--- config.mk ---
export PLATFORM = sky130hd
export DESIGN_NAME = instruction_loader
export DESIGN_NICKNAME = d
export VERILOG_FILES = /design/src/rtl/instr_pkg.sv /design/src/rtl/byte_to_word_assembler.sv /design/src/rtl/instruction_loader.sv
export SDC_FILE = /design/constraint.sdc
export NUM_CORES = 1
export LEC_CHECK = 0
export ABC_AREA = 1
export BUFFER_PORTS_ARGS = -buffer_cell sky130_fd_sc_hd__buf_2
export CAP_MARGIN = 20
export CELL_PAD_IN_SITES_DETAIL_PLACEMENT = 1
export CELL_PAD_IN_SITES_GLOBAL_PLACEMENT = 1
export CORE_ASPECT_RATIO = 1.2
export CORE_MARGIN = 5
export CORE_UTILIZATION = 42
export CTS_CLUSTER_SIZE = 20
export DETAILED_ROUTE_END_ITERATION = 8
export PLACE_DENSITY_LB_ADDON = 0.08
export SYNTH_ARGS = -nofsm -noshare
export SYNTH_HDL_FRONTEND = slang
export SYNTH_SLANG_ARGS = --single-unit
--- constraint.sdc ---
create_clock -name clk -period 2.1 [get_ports clk]
set_input_delay 0 -clock clk [delete_from_list [all_inputs] [get_ports clk]]
set_output_delay 0 -clock clk [all_outputs]
set_load 0.1 [all_outputs]
--- src/rtl/instr_pkg.sv ---
// Shared definitions for the instruction loader: FSM state encoding and memory port widths.
package instr_pkg;

  localparam int IMEM_ADDR_W = 16;
  localparam int IMEM_DATA_W = 32;

  localparam logic [2:0] ST_RECV_COUNT = 3'd0;
  localparam logic [2:0] ST_RECV_WORD  = 3'd1;
  localparam logic [2:0] ST_RECV_SUM   = 3'd2;
  localparam logic [2:0] ST_DONE       = 3'd3;
  localparam logic [2:0] ST_ERROR      = 3'd4;

endpackage

--- src/rtl/byte_to_word_assembler.sv ---
// byte_to_word_assembler: packs 4 bytes big-endian (first byte -> bits 31:24) into a word.
// Latency: word_vld is combinational, asserted together with the 4th byte_vld.
// Backpressure: none; a byte is accepted on every byte_vld, clear drops a partial word.
module byte_to_word_assembler
  import instr_pkg::*;
(
  input  logic                   clk,
  input  logic                   rst_n,
  input  logic                   clear,
  input  logic                   byte_vld,
  input  logic [7:0]             byte_dat,
  output logic                   word_vld,
  output logic [IMEM_DATA_W-1:0] word_dat
);

  logic [1:0]  idx;
  logic [23:0] shift;

  always_ff @(posedge clk or negedge rst_n) begin
    if (!rst_n) begin
      idx   <= 2'd0;
      shift <= 24'd0;
    end else if (clear) begin
      idx   <= 2'd0;
    end else if (byte_vld) begin
      idx   <= idx + 2'd1;
      shift <= {shift[15:0], byte_dat};
    end
  end

  // The 4th byte bypasses the shift register so the word is ready in its own cycle.
  assign word_vld = byte_vld && !clear && (idx == 2'd3);
  assign word_dat = {shift, byte_dat};

endmodule

--- src/rtl/instruction_loader.sv ---
// instruction_loader: boots instruction memory from a UART byte stream; holds the CPU in reset until done.
// Latency: each word is written 1 cycle after its 4th byte; optional checksum byte with INSTRUCTION_LOADER_CHECKSUM_EN.
// Backpressure: none; one byte per cycle accepted, bytes in DONE/ERROR (or with reload) are dropped.
module instruction_loader
  import instr_pkg::*;
#(
  parameter int MEM_SIZE = 20000,
  parameter int ADDR_W   = IMEM_ADDR_W
) (
  input  logic                   clk,
  input  logic                   rst_n,
  input  logic                   reload,
  input  logic                   rx_valid,
  input  logic [7:0]             rx_data,
  output logic                   imem_we,
  output logic [ADDR_W-1:0]      imem_waddr,
  output logic [IMEM_DATA_W-1:0] imem_wdata,
  output logic                   cpu_hold,
  output logic                   load_done,
  output logic                   load_error,
  output logic [ADDR_W-1:0]      words_loaded
);

  logic [2:0]             state;
  logic [ADDR_W-1:0]      count;
  logic [ADDR_W-1:0]      words_next;
  logic                   asm_vld;
  logic                   word_vld;
  logic [IMEM_DATA_W-1:0] word_dat;
  logic                   count_bad;
`ifdef INSTRUCTION_LOADER_CHECKSUM_EN
  logic [7:0]             sum;
`endif

  // Only the count and word phases feed the assembler; everything else is dropped here.
  assign asm_vld = rx_valid && !reload &&
                   ((state == ST_RECV_COUNT) || (state == ST_RECV_WORD));

  byte_to_word_assembler u_asm (
    .clk      (clk),
    .rst_n    (rst_n),
    .clear    (reload),
    .byte_vld (asm_vld),
    .byte_dat (rx_data),
    .word_vld (word_vld),
    .word_dat (word_dat)
  );

  assign words_next = words_loaded + ADDR_W'(1);
  assign count_bad  = (word_dat[IMEM_DATA_W-1:ADDR_W] != '0) ||
                      (word_dat > IMEM_DATA_W'(MEM_SIZE));

  always_ff @(posedge clk or negedge rst_n) begin
    if (!rst_n) begin
      state        <= ST_RECV_COUNT;
      count        <= '0;
      words_loaded <= '0;
      imem_we      <= 1'b0;
      imem_waddr   <= '0;
      imem_wdata   <= '0;
`ifdef INSTRUCTION_LOADER_CHECKSUM_EN
      sum          <= 8'd0;
`endif
    end else begin
      imem_we <= 1'b0;
      if (reload) begin
        state        <= ST_RECV_COUNT;
        count        <= '0;
        words_loaded <= '0;
`ifdef INSTRUCTION_LOADER_CHECKSUM_EN
        sum          <= 8'd0;
`endif
      end else begin
        case (state)
          ST_RECV_COUNT: begin
`ifdef INSTRUCTION_LOADER_CHECKSUM_EN
            sum <= 8'd0;
`endif
            if (word_vld) begin
              if (count_bad) begin
                state <= ST_ERROR;
              end else if (word_dat == '0) begin
`ifdef INSTRUCTION_LOADER_CHECKSUM_EN
                state <= ST_RECV_SUM;
`else
                state <= ST_DONE;
`endif
              end else begin
                count <= word_dat[ADDR_W-1:0];
                state <= ST_RECV_WORD;
              end
            end
          end
          ST_RECV_WORD: begin
`ifdef INSTRUCTION_LOADER_CHECKSUM_EN
            if (rx_valid) sum <= sum ^ rx_data;
`endif
            if (word_vld) begin
              imem_we      <= 1'b1;
              imem_waddr   <= words_loaded;
              imem_wdata   <= word_dat;
              words_loaded <= words_next;
              if (words_next == count) begin
`ifdef INSTRUCTION_LOADER_CHECKSUM_EN
                state <= ST_RECV_SUM;
`else
                state <= ST_DONE;
`endif
              end
            end
          end
`ifdef INSTRUCTION_LOADER_CHECKSUM_EN
          ST_RECV_SUM: begin
            if (rx_valid) state <= (rx_data == sum) ? ST_DONE : ST_ERROR;
          end
`endif
          default: state <= state;
        endcase
      end
    end
  end

  assign cpu_hold   = (state != ST_DONE);
  assign load_done  = (state == ST_DONE);
  assign load_error = (state == ST_ERROR);

endmodule

==> results of run 1 <==
## power groups by stage
stage / Sequential [µW] / Clock, µW / Combinational [µW]
after floorplan: 2680 / 0 / 711
after global placement: 2720 / 0 / 1050
after detailed placement: 2740 / 0 / 1090
after CTS: 2700 / 1890 / 1120
after global routing: 2740 / 1980 / 1270
final: 2700 / 1850 / 1110
## layout make-up
cell class,instances,area (µm²)
clock buffers,9,225
clock inverters,6,91.3
fillers,1503,5710
inverters,75,284
multi-input cells,436,2110
flip-flops and latches,110,2780
well taps,161,201
repair buffers,111,714
## through the flow
stage	util	setup WS (ps)	std cells	setup TNS, ps
floorplan	-	2.64	646	0
global placement	0.487	38.6	880	0
detailed placement	0.487	-73.5	880	-143
CTS	0.523	6.54	906	0
global route	0.529	-103	908	-226
finish	0.529	82.1	908	0
## cell usage in the layout, fill, tap and decap left out, drive strengths merged
cell	n
nand4	19
nand3b	5
o22ai	6
nor3	8
clkbuf	9
dfrtp	110
a21oi	2
or2	3
o21ai	99
bufinv	2
nand2	200
clkinv	1
xnor2	1
dlygate4sd3	11
ha	2
inv	78
nor2	35
nand3	56
buf	100
## state kept, by name, indices dropped and copies added (netlist names)
register / count
u_asm.shift: 24
imem_we: 1
words_loaded: 16
count: 16
u_asm.idx: 2
state: 3
imem_wdata: 32
imem_waddr: 16
## routing by layer
| metal | wire length, µm | GRT usage | share of wire |
|---|---|---|---|
| met2 | 7480 | 0.358 | 0.50 |
| met5 | 0 | 0 | 0 |
| met4 | 518 | 0.0926 | 0.035 |
| met3 | 534 | 0.0317 | 0.036 |
| met1 | 6430 | 0.256 | 0.43 |
## worst paths after layout
kind | startpoint | end | slack [ps] | depth (start not counted)
setup / recovery | words_loaded[0] | state[0] | 80 | 15
min in group clk | imem_waddr[9] | imem_waddr[9] | 480 | 2
setup reg to reg | words_loaded[0] | state[0] | 80 | 15
hold / removal | rst_n | imem_waddr[2] | 150 | 2
max in group asynchronous | rst_n | words_loaded[9] | 1170 | 3
hold reg to reg | imem_waddr[9] | imem_waddr[9] | 480 | 2
## kinds of logic (layout without fill, tap and decap cells)
kind of cell	Yosys count	in the layout	share of synthesized area
buffers and inverters	100	201	0.0767
AOI/OAI and AO/OA	107	107	0.104
and+or+nand+nor	326	326	0.284
adders and majority gates	2	2	0.00481
xor gates and xnor gates	1	1	0.00168
DFF	110	110	0.529
## timing repair
item | CTS | global route
hold buffers | 11 | 0
endpoints found under the setup margin | 3 | 3
endpoints found under the hold margin | 51 | 0
buffers inserted | 0 | 2
pin swaps | 0 | 15
gates resized for setup | 2 | 15
==> results_dict.tcl, run 1 <==
set metrics [dict create \
    min_path_type "in -> async" \
    gp_congestion 0.879 \
    firstDrtPassIters 4 \
    cp_data_required_time_ps 2340 \
    worstSetupPathType "reg -> reg" \
    cts_buffer_depth 2 \
    yosysSeqAreaShare 0.529 \
    dp_hpwl_um 11000 \
    skew_ps 8.66 \
    crit_buf_inv 1 \
    clock-sinks 110 \
    cp_max_fo 5 \
    via_per_inst 5.21 \
    ys_ff_latch 110 \
    post_dp_cell_area_mm2 0.00590 \
    syn_to_final_growth_pct 23.1 \
    synthArstFlopShare 1.00 \
    die_h_um 132 \
    antenna_found_initial 0 \
    synth-edff-count 0 \
    max_freq_ghz 0.496 \
    path_clk_slew_ps 70 \
    hold_viol 0 \
    setup_viol 0 \
    grt-ovfl-total 0 \
    cpMaxStageDelayCell "dfrtp_4" \
    cts_max_level 3 \
    cp_top_family "simple AND/OR/NAND/NOR gates" \
    slew_headroom 0.672 \
    yosys_warnings 0 \
    start_util 0.430 \
    pwr-share-clk 0.326 \
    core_area_mm2 0.0121 \
    slew_violations 0 \
    holdWs_ps 147 \
    switching_share 0.317 \
    grt_pass1_wl_um 25100 \
    cts-buffers-inserted 9 \
    io_buffers 79 \
    nets 757 \
    global_route.usage.total 0.208 \
    end_kind "register" \
    p_leak_uw 0.00319 \
    die_x_um 112 \
    grt_max_degree 52 \
    drt-total-wl_um 15000 \
    vias 4728 \
    grt_pass1_vias 5028 \
    rows 44 \
    start_kind "register" \
    yosysTopAreaCell "dfrtp_1" \
    finalCriticalPeriod_ps 2020 \
    synth_top_area_frac 0.529 \
    rsz0062_at_grt "true" \
    die_area_mm2 0.0147 \
    maxCapViolCount 0 \
    avgSynthCellArea_um2 8.06 \
    syn_area_mm2 0.00520 \
    pwr-share-seq 0.477 \
    syn_inst 646 \
    internal_power_uw 3870 \
    cp.arrival_ps 2260 \
    num_antenna_cells 0 \
    vdd_drop_max_uv 499 \
    postRouteAntennaNets 0 \
    synth_nets 660 \
    cts-root-buf "clkbuf_16" \
    total_power_uw 5660 \
    synth.most_common_cell "nand2_1" \
    cpPeakStageDelay_ps 520 \
    fin_crit_sh 0.961 \
    synthFlopType "dfrtp_1" \
    cts_tree "built" \
    clk_latency_ps 350 \
    first_iter_violations 203 \
    wl_per_cell_um 16.5 \
    pwr-share-comb 0.197 \
    worstMarginPinSlew_ps 496 \
    crit_chain "ha_4, nand2_2, inv_1, nand2_1, nand3_1, nand2_1, nand3_1, nor2_2, nand3_2, nor2_2, nand2_1, nand2_2, nand2_2, nand2_1, nand2_1" \
    synth_area_leaders "dfrtp_1, nand2_1, o21ai_0" \
    p_per_area_mw_per_mm2 883 \
    fin_area_mm2 0.00640 \
    switching_power_uw 1790 \
    synth_cell_type_count 29 \
    pin_count 80 \
    status "complete, no violations" \
    drive_above_1_share 0.228 \
    crit_path_frequent_cell "nand2_1" \
    ys_top_cells_by_count "nand2_1, dfrtp_1, o21ai_0" \
    drc 0 \
]
Power figures use the tool's default switching activity.
==> run 2: changes to the inputs <==
==> constraint.sdc (replaced) <==
create_clock -name clk -period 2.23 [get_ports clk]
set_input_delay 0 -clock clk [delete_from_list [all_inputs] [get_ports clk]]
set_output_delay 0 -clock clk [all_outputs]
set_load 0.1 [all_outputs]
==> results_dict.tcl, run 2 (synthesis results as in run 1) <==
set metrics [dict create \
    status "complete, no violations" \
    finalCriticalPeriod_ps 2030 \
    p_per_area_mw_per_mm2 821 \
    grt-ovfl-total 0 \
    min_path_type "in -> async" \
    slew_violations 0 \
    cp_data_required_time_ps 2470 \
    worstMarginPinSlew_ps 500 \
    p_leak_uw 0.00314 \
    wl_per_cell_um 16.4 \
    layout_commonest_cell "nand2_1" \
    reg2reg_depth 14 \
    grt_max_degree 52 \
    drive_above_1_share 0.206 \
    biggestRegsByFlops "imem_wdata x32, u_asm.shift x24" \
    vdd_drop_max_uv 407 \
    clk_latency_ps 350 \
    cp_max_fo 4 \
    start_util 0.430 \
    cp.arrival_ps 2260 \
    rsz0062_at_grt "false" \
    pin_count 80 \
    end_kind "register" \
    grt_pass1_vias 4956 \
    antenna_found_initial 0 \
    total_power_uw 5140 \
    max_freq_ghz 0.494 \
    gr-usage-met1 0.251 \
    grt.met3_usage 0.0367 \
    use_met2 0.367 \
    fin_area_mm2 0.00625 \
    hold_viol 0 \
    worstSetupPathType "reg -> reg" \
    largest_register_ffs 32 \
    firstDrtPassIters 4 \
    critical_path.endpoint "state[0]" \
    core_area_mm2 0.0121 \
    reg2reg_from "words_loaded[1]" \
    layout_common_cells "nand2_1, dfrtp_1, o21ai_0, buf_2, inv_1" \
    holdWs_ps 158 \
    postRouteAntennaNets 0 \
    fin_crit_sh 0.908 \
    dp_hpwl_um 11100 \
    rows 44 \
    fillers 1517 \
    die_x_um 112 \
    syn_to_final_growth_pct 20.1 \
    num_antenna_cells 0 \
    setup_viol 0 \
    nets 751 \
    grt_pass1_wl_um 25000 \
    maxCapViolCount 0 \
    cts_buffer_depth 2 \
    multi_input_area_mm2 0.00208 \
    r2r_slack_ps 200 \
    start_kind "register" \
    clock-sinks 110 \
    startpoint "words_loaded[1]" \
    drc 0 \
    post_dp_cell_area_mm2 0.00584 \
    path_clk_slew_ps 80 \
    fin_setup_tns_ps 0 \
    cts-root-buf "clkbuf_16" \
    die_area_mm2 0.0147 \
    io_buffers 79 \
    via_per_inst 5.15 \
    skew_ps 7.81 \
    global_route.usage.total 0.206 \
    cts_max_level 3 \
    first_iter_violations 205 \
    seq_area_mm2 0.00277 \
    slew_headroom 0.666 \
    cts_tree "built" \
    die_h_um 132 \
    drt-total-wl_um 14800 \
    cts-buffers-inserted 9 \
    vias 4643 \
    gp_congestion 0.880 \
    top_register "imem_wdata" \
    timing.rr.end "state[0]" \
    top_usage_layer "met2" \
]
==> run 2: changes by cell type in the layout (fill, tap and decap cells not counted), moves of 2 or more <==
cell	delta
inv_8	+2
buf_4	-2
dfrtp_2	-3
dfrtp_1	+4
buf_6	-3
nand2_1	+5
bufinv_16	-2
nand2_2	-5
==> run 2: worst min-delay path by stage <==
| stage | from | endpoint | slack (ps) | cells past startpoint |
|---|---|---|---|---|
| CTS | rst_n | imem_waddr[2] | 160 | 2 |
| global route | rst_n | imem_waddr[2] | 220 | 2 |
| floorplan | rst_n | count[0] | -300 | 0 |
| detailed placement | rst_n | imem_waddr[2] | 3 | 1 |
| finish | rst_n | imem_waddr[2] | 160 | 2 |
| global placement | rst_n | imem_waddr[3] | -0.8 | 1 |
==> run 2: routing by layer <==
layer	vias up	part of all wire
met1	2262	0.43
met2	88	0.52
met3	24	0.035
met4	0	0.022
met5	-	0
li1	2269	-
==> run 2: through the flow <==
stage / worst slack [ps] / std cells / util
after detailed placement: 47.6 / 874 / 0.482
after global routing: 12.7 / 902 / 0.516
after global placement: 148 / 874 / 0.482
after CTS: 40.3 / 900 / 0.514
after floorplan: 9.20 / 646 / -
final: 205 / 902 / 0.516
==> run 2: cell type report <==
cell class                 count  share of cell area
sequential                   110               0.443
multi-input combinational    436               0.332
timing repair buffer         105               0.103
inverter                      75              0.0450
clock buffer                   9              0.0360
tap                          161              0.0322
clock inverter                 6             0.00860
==> run 2: power by group <==
| group | internal [µW] | switching, µW | leakage (µW) | total, µW |
|---|---|---|---|---|
| Combinational | 342 | 681 | 0.00152 | 1020 |
| Clock | 778 | 789 | 0.000140 | 1570 |
| Sequential | 2290 | 251 | 0.00148 | 2550 |
==> run 2: what timing repair did <==
item | 4_1_cts | 5_1_grt
resized for setup | 0 | 4
setup buffers | 0 | 2
endpoints found under the setup margin | 0 | 3
hold endpoints to repair | 55 | 0
hold buffers | 11 | 0
==> run 2: critical path, stage by stage (launching register included) <==
cell and delay (ps):
dfrtp_4 420, buf_4 120, nand3_1 140, nor2_2 280
nand4_1 180, nand2_1 130, nand2_1 50, nand2_1 70
nand3_1 70, nor2_1 100, nand2_1 80, nand2_2 100
nand2_2 60, nand2_1 60, nand2_1 50
==> run 3: changes to the inputs <==
--- a/config.mk
+++ b/config.mk
@@ -5,14 +5,13 @@
 export SDC_FILE = /design/constraint.sdc
 export NUM_CORES = 1
 export LEC_CHECK = 0
-export ABC_AREA = 1
 export BUFFER_PORTS_ARGS = -buffer_cell sky130_fd_sc_hd__buf_2
 export CAP_MARGIN = 20
 export CELL_PAD_IN_SITES_DETAIL_PLACEMENT = 1
 export CELL_PAD_IN_SITES_GLOBAL_PLACEMENT = 1
 export CORE_ASPECT_RATIO = 1.2
 export CORE_MARGIN = 5
-export CORE_UTILIZATION = 42
+export CORE_UTILIZATION = 45
 export CTS_CLUSTER_SIZE = 20
 export DETAILED_ROUTE_END_ITERATION = 8
 export PLACE_DENSITY_LB_ADDON = 0.08
==> results_dict.tcl, run 3 <==
set metrics [dict create \
    min_path_type "in -> reg" \
    cp_top_family "simple AND/OR/NAND/NOR gates" \
    reg2reg_from "words_loaded[1]" \
    status "finished, violations left" \
    fin_crit_sh 1.16 \
    gp_congestion 0.921 \
    clk_latency_ps 350 \
    die_x_um 105 \
    largest_register_ffs 32 \
    drc 0 \
    hold_viol 0 \
    cp_data_required_time_ps 2460 \
    cpMaxStageDelayCell "dfrtp_4" \
    rows 41 \
    postRouteAntennaNets 0 \
    avgSynthCellArea_um2 12.2 \
    worstSetupPathType "reg -> reg" \
    pin_count 80 \
    drt-total-wl_um 13800 \
    synthFlopType "dfrtp_1" \
    synthArstFlopShare 1.00 \
    max_freq_ghz 0.387 \
    core_area_mm2 0.0106 \
    antenna_found_initial 0 \
    first_iter_violations 124 \
    skew_ps 9.56 \
    cts_tree "built" \
    dp_hpwl_um 9470 \
    maxCapViolCount 0 \
    ys_top_cells_by_count "dfrtp_1, mux2_2, nor2_1" \
    vdd_drop_max_uv 498 \
    cp_max_fo 4 \
    clock-sinks 110 \
    yosysSeqAreaShare 0.560 \
    p_per_area_mw_per_mm2 722 \
    num_antenna_cells 0 \
    syn_area_mm2 0.00491 \
    min_to "u_asm.shift[2]" \
    fin_setup_tns_ps -1040 \
    p_leak_uw 0.00326 \
    layout_common_cells "dfrtp_1, buf_2, buf_4, mux2_2, nor2_1" \
    firstDrtPassIters 4 \
    violations "setup timing" \
    cp.arrival_ps 2820 \
    die_h_um 124 \
    die_area_mm2 0.0131 \
    layout_commonest_cell "dfrtp_1" \
    synth_area_leaders "dfrtp_1, mux2_2, xnor2_1" \
    global_route.usage.total 0.218 \
    rsz0062_at_grt "true" \
    drive_above_1_share 0.510 \
    setup_viol 5 \
    worst_slack_ps -354 \
    slew_violations 0 \
    worstMarginPinSlew_ps 655 \
    worstHoldStart "rx_data[2]" \
    start_kind "register" \
    grt_pass1_wl_um 22800 \
    path_clk_slew_ps 80 \
    synth_nets 416 \
    cts_max_level 3 \
    ys_ff_latch 110 \
    syn_to_final_growth_pct 33.9 \
    synth_top_area_frac 0.560 \
    reg2reg_depth 8 \
    end_kind "register" \
    grt-ovfl-total 0 \
    finalCriticalPeriod_ps 2580 \
    final_util 0.620 \
    cts-buffers-inserted 9 \
    synth.most_common_cell "dfrtp_1" \
    synth-edff-count 0 \
    slew_headroom 0.563 \
    biggestRegsByFlops "imem_wdata x32, u_asm.shift x24" \
    timing.rr.end "state[0]" \
    via_per_inst 5.51 \
    syn_inst 402 \
    hold_depth 3 \
    r2r_slack_ps -350 \
    grt_max_degree 87 \
    grt_pass1_vias 4268 \
    crit_buf_inv 0 \
    cts-root-buf "clkbuf_16" \
    synth_cell_type_count 43 \
    cts_buffer_depth 2 \
    top_register "imem_wdata" \
    nets 570 \
    crit_chain "ha_4, xnor2_2, xnor2_1, or4_1, or3_4, nor4_4, a21bo_2, mux2_1" \
    yosys_warnings 0 \
    wl_per_cell_um 20.0 \
    yosysTopAreaCell "dfrtp_1" \
    start_util 0.463 \
    io_buffers 79 \
    cpPeakStageDelay_ps 500 \
    vias 3805 \
]
-- run 3: changes by cell type after synthesis, sizes merged, moves of 5 or more --
cell and delta:
mux2 +75, nand2 -182, xnor2 +22, nor4 +7, or3 +5, o22ai -5
nand4 -14, nor2 -7, xor2 +10, inv -71, nand3 -44, o21ai -89
a21oi +13, a22o +15
-- run 3: how the worst max path moves through the flow --
stage                                from       end  slack [ps]  depth (start not counted)
after detailed placement  words_loaded[0]  state[1]        -460                          8
after global routing      words_loaded[0]  state[0]        -470                         10
after global placement    words_loaded[0]  state[1]        -380                          8
after floorplan           words_loaded[5]  state[0]        -500                         10
after CTS                 words_loaded[0]  state[2]        -380                         10
final                     words_loaded[1]  state[0]        -350                          8
-- run 3: what timing repair did --
item,in CTS,in global routing
gates cloned,1,0
endpoints found under the hold margin,39,0
pin swaps,16,4
hold buffers,8,0
gates resized for setup,16,13
setup buffers,3,0
setup endpoints to repair,19,19
-- run 3: per-layer routing --
| metal | GRT usage | part of all wire |
|---|---|---|
| met5 | 0 | 0 |
| met3 | 0.0321 | 0.033 |
| met4 | 0.0880 | 0.026 |
| met2 | 0.394 | 0.54 |
| met1 | 0.256 | 0.40 |
-- run 3: worst register-to-register path, stage by stage, from the launching register on --
cell and delay (ps):
dfrtp_4 500, ha_4 190, xnor2_2 130, xnor2_1 120
or4_1 470, or3_4 360, nor4_4 150, a21bo_2 230
mux2_1 320
-- run 3: final cells by class --
cell class,count,area [µm²]
Clock inverter,7,83.8
Timing Repair Buffer,166,1130
Tap cell,129,161
Clock buffer,9,225
Multi-Input combinational cell,265,2170
Sequential cell,110,2790
Fill cell,1113,4040
Inverter,4,15.0
-- run 3: through the flow --
step           hold WS [ps]  setup slack [ps]  area (µm²)  power, µW  std cells
5_1_grt                22.3              -467        6580       4970        690
4_1_cts                14.4              -380        6530       4780        691
2_1_floorplan          -296              -495        4990       2640        402
3_3_place_gp          -68.9              -375        6020       3030        663
6_report               15.0              -354        6580       4750        690
3_5_place_dp          -61.7              -463        6020       3090        663
-- run 3: kinds of logic after synthesis --
logic type,synth area share
DFF,0.560
and+or+nand+nor,0.107
muxes,0.174
AOI/OAI and AO/OA,0.0698
xor gates and xnor gates,0.0588
buffers and inverters,0.0250
adders and majority gates,0.00509
-- run 3: power breakdown --
group	switching, µW	leakage (µW)	internal (µW)
clock network	823	0.000151	806
logic	312	0.00164	385
registers	229	0.00146	2190
total	1360	0.00326	3380
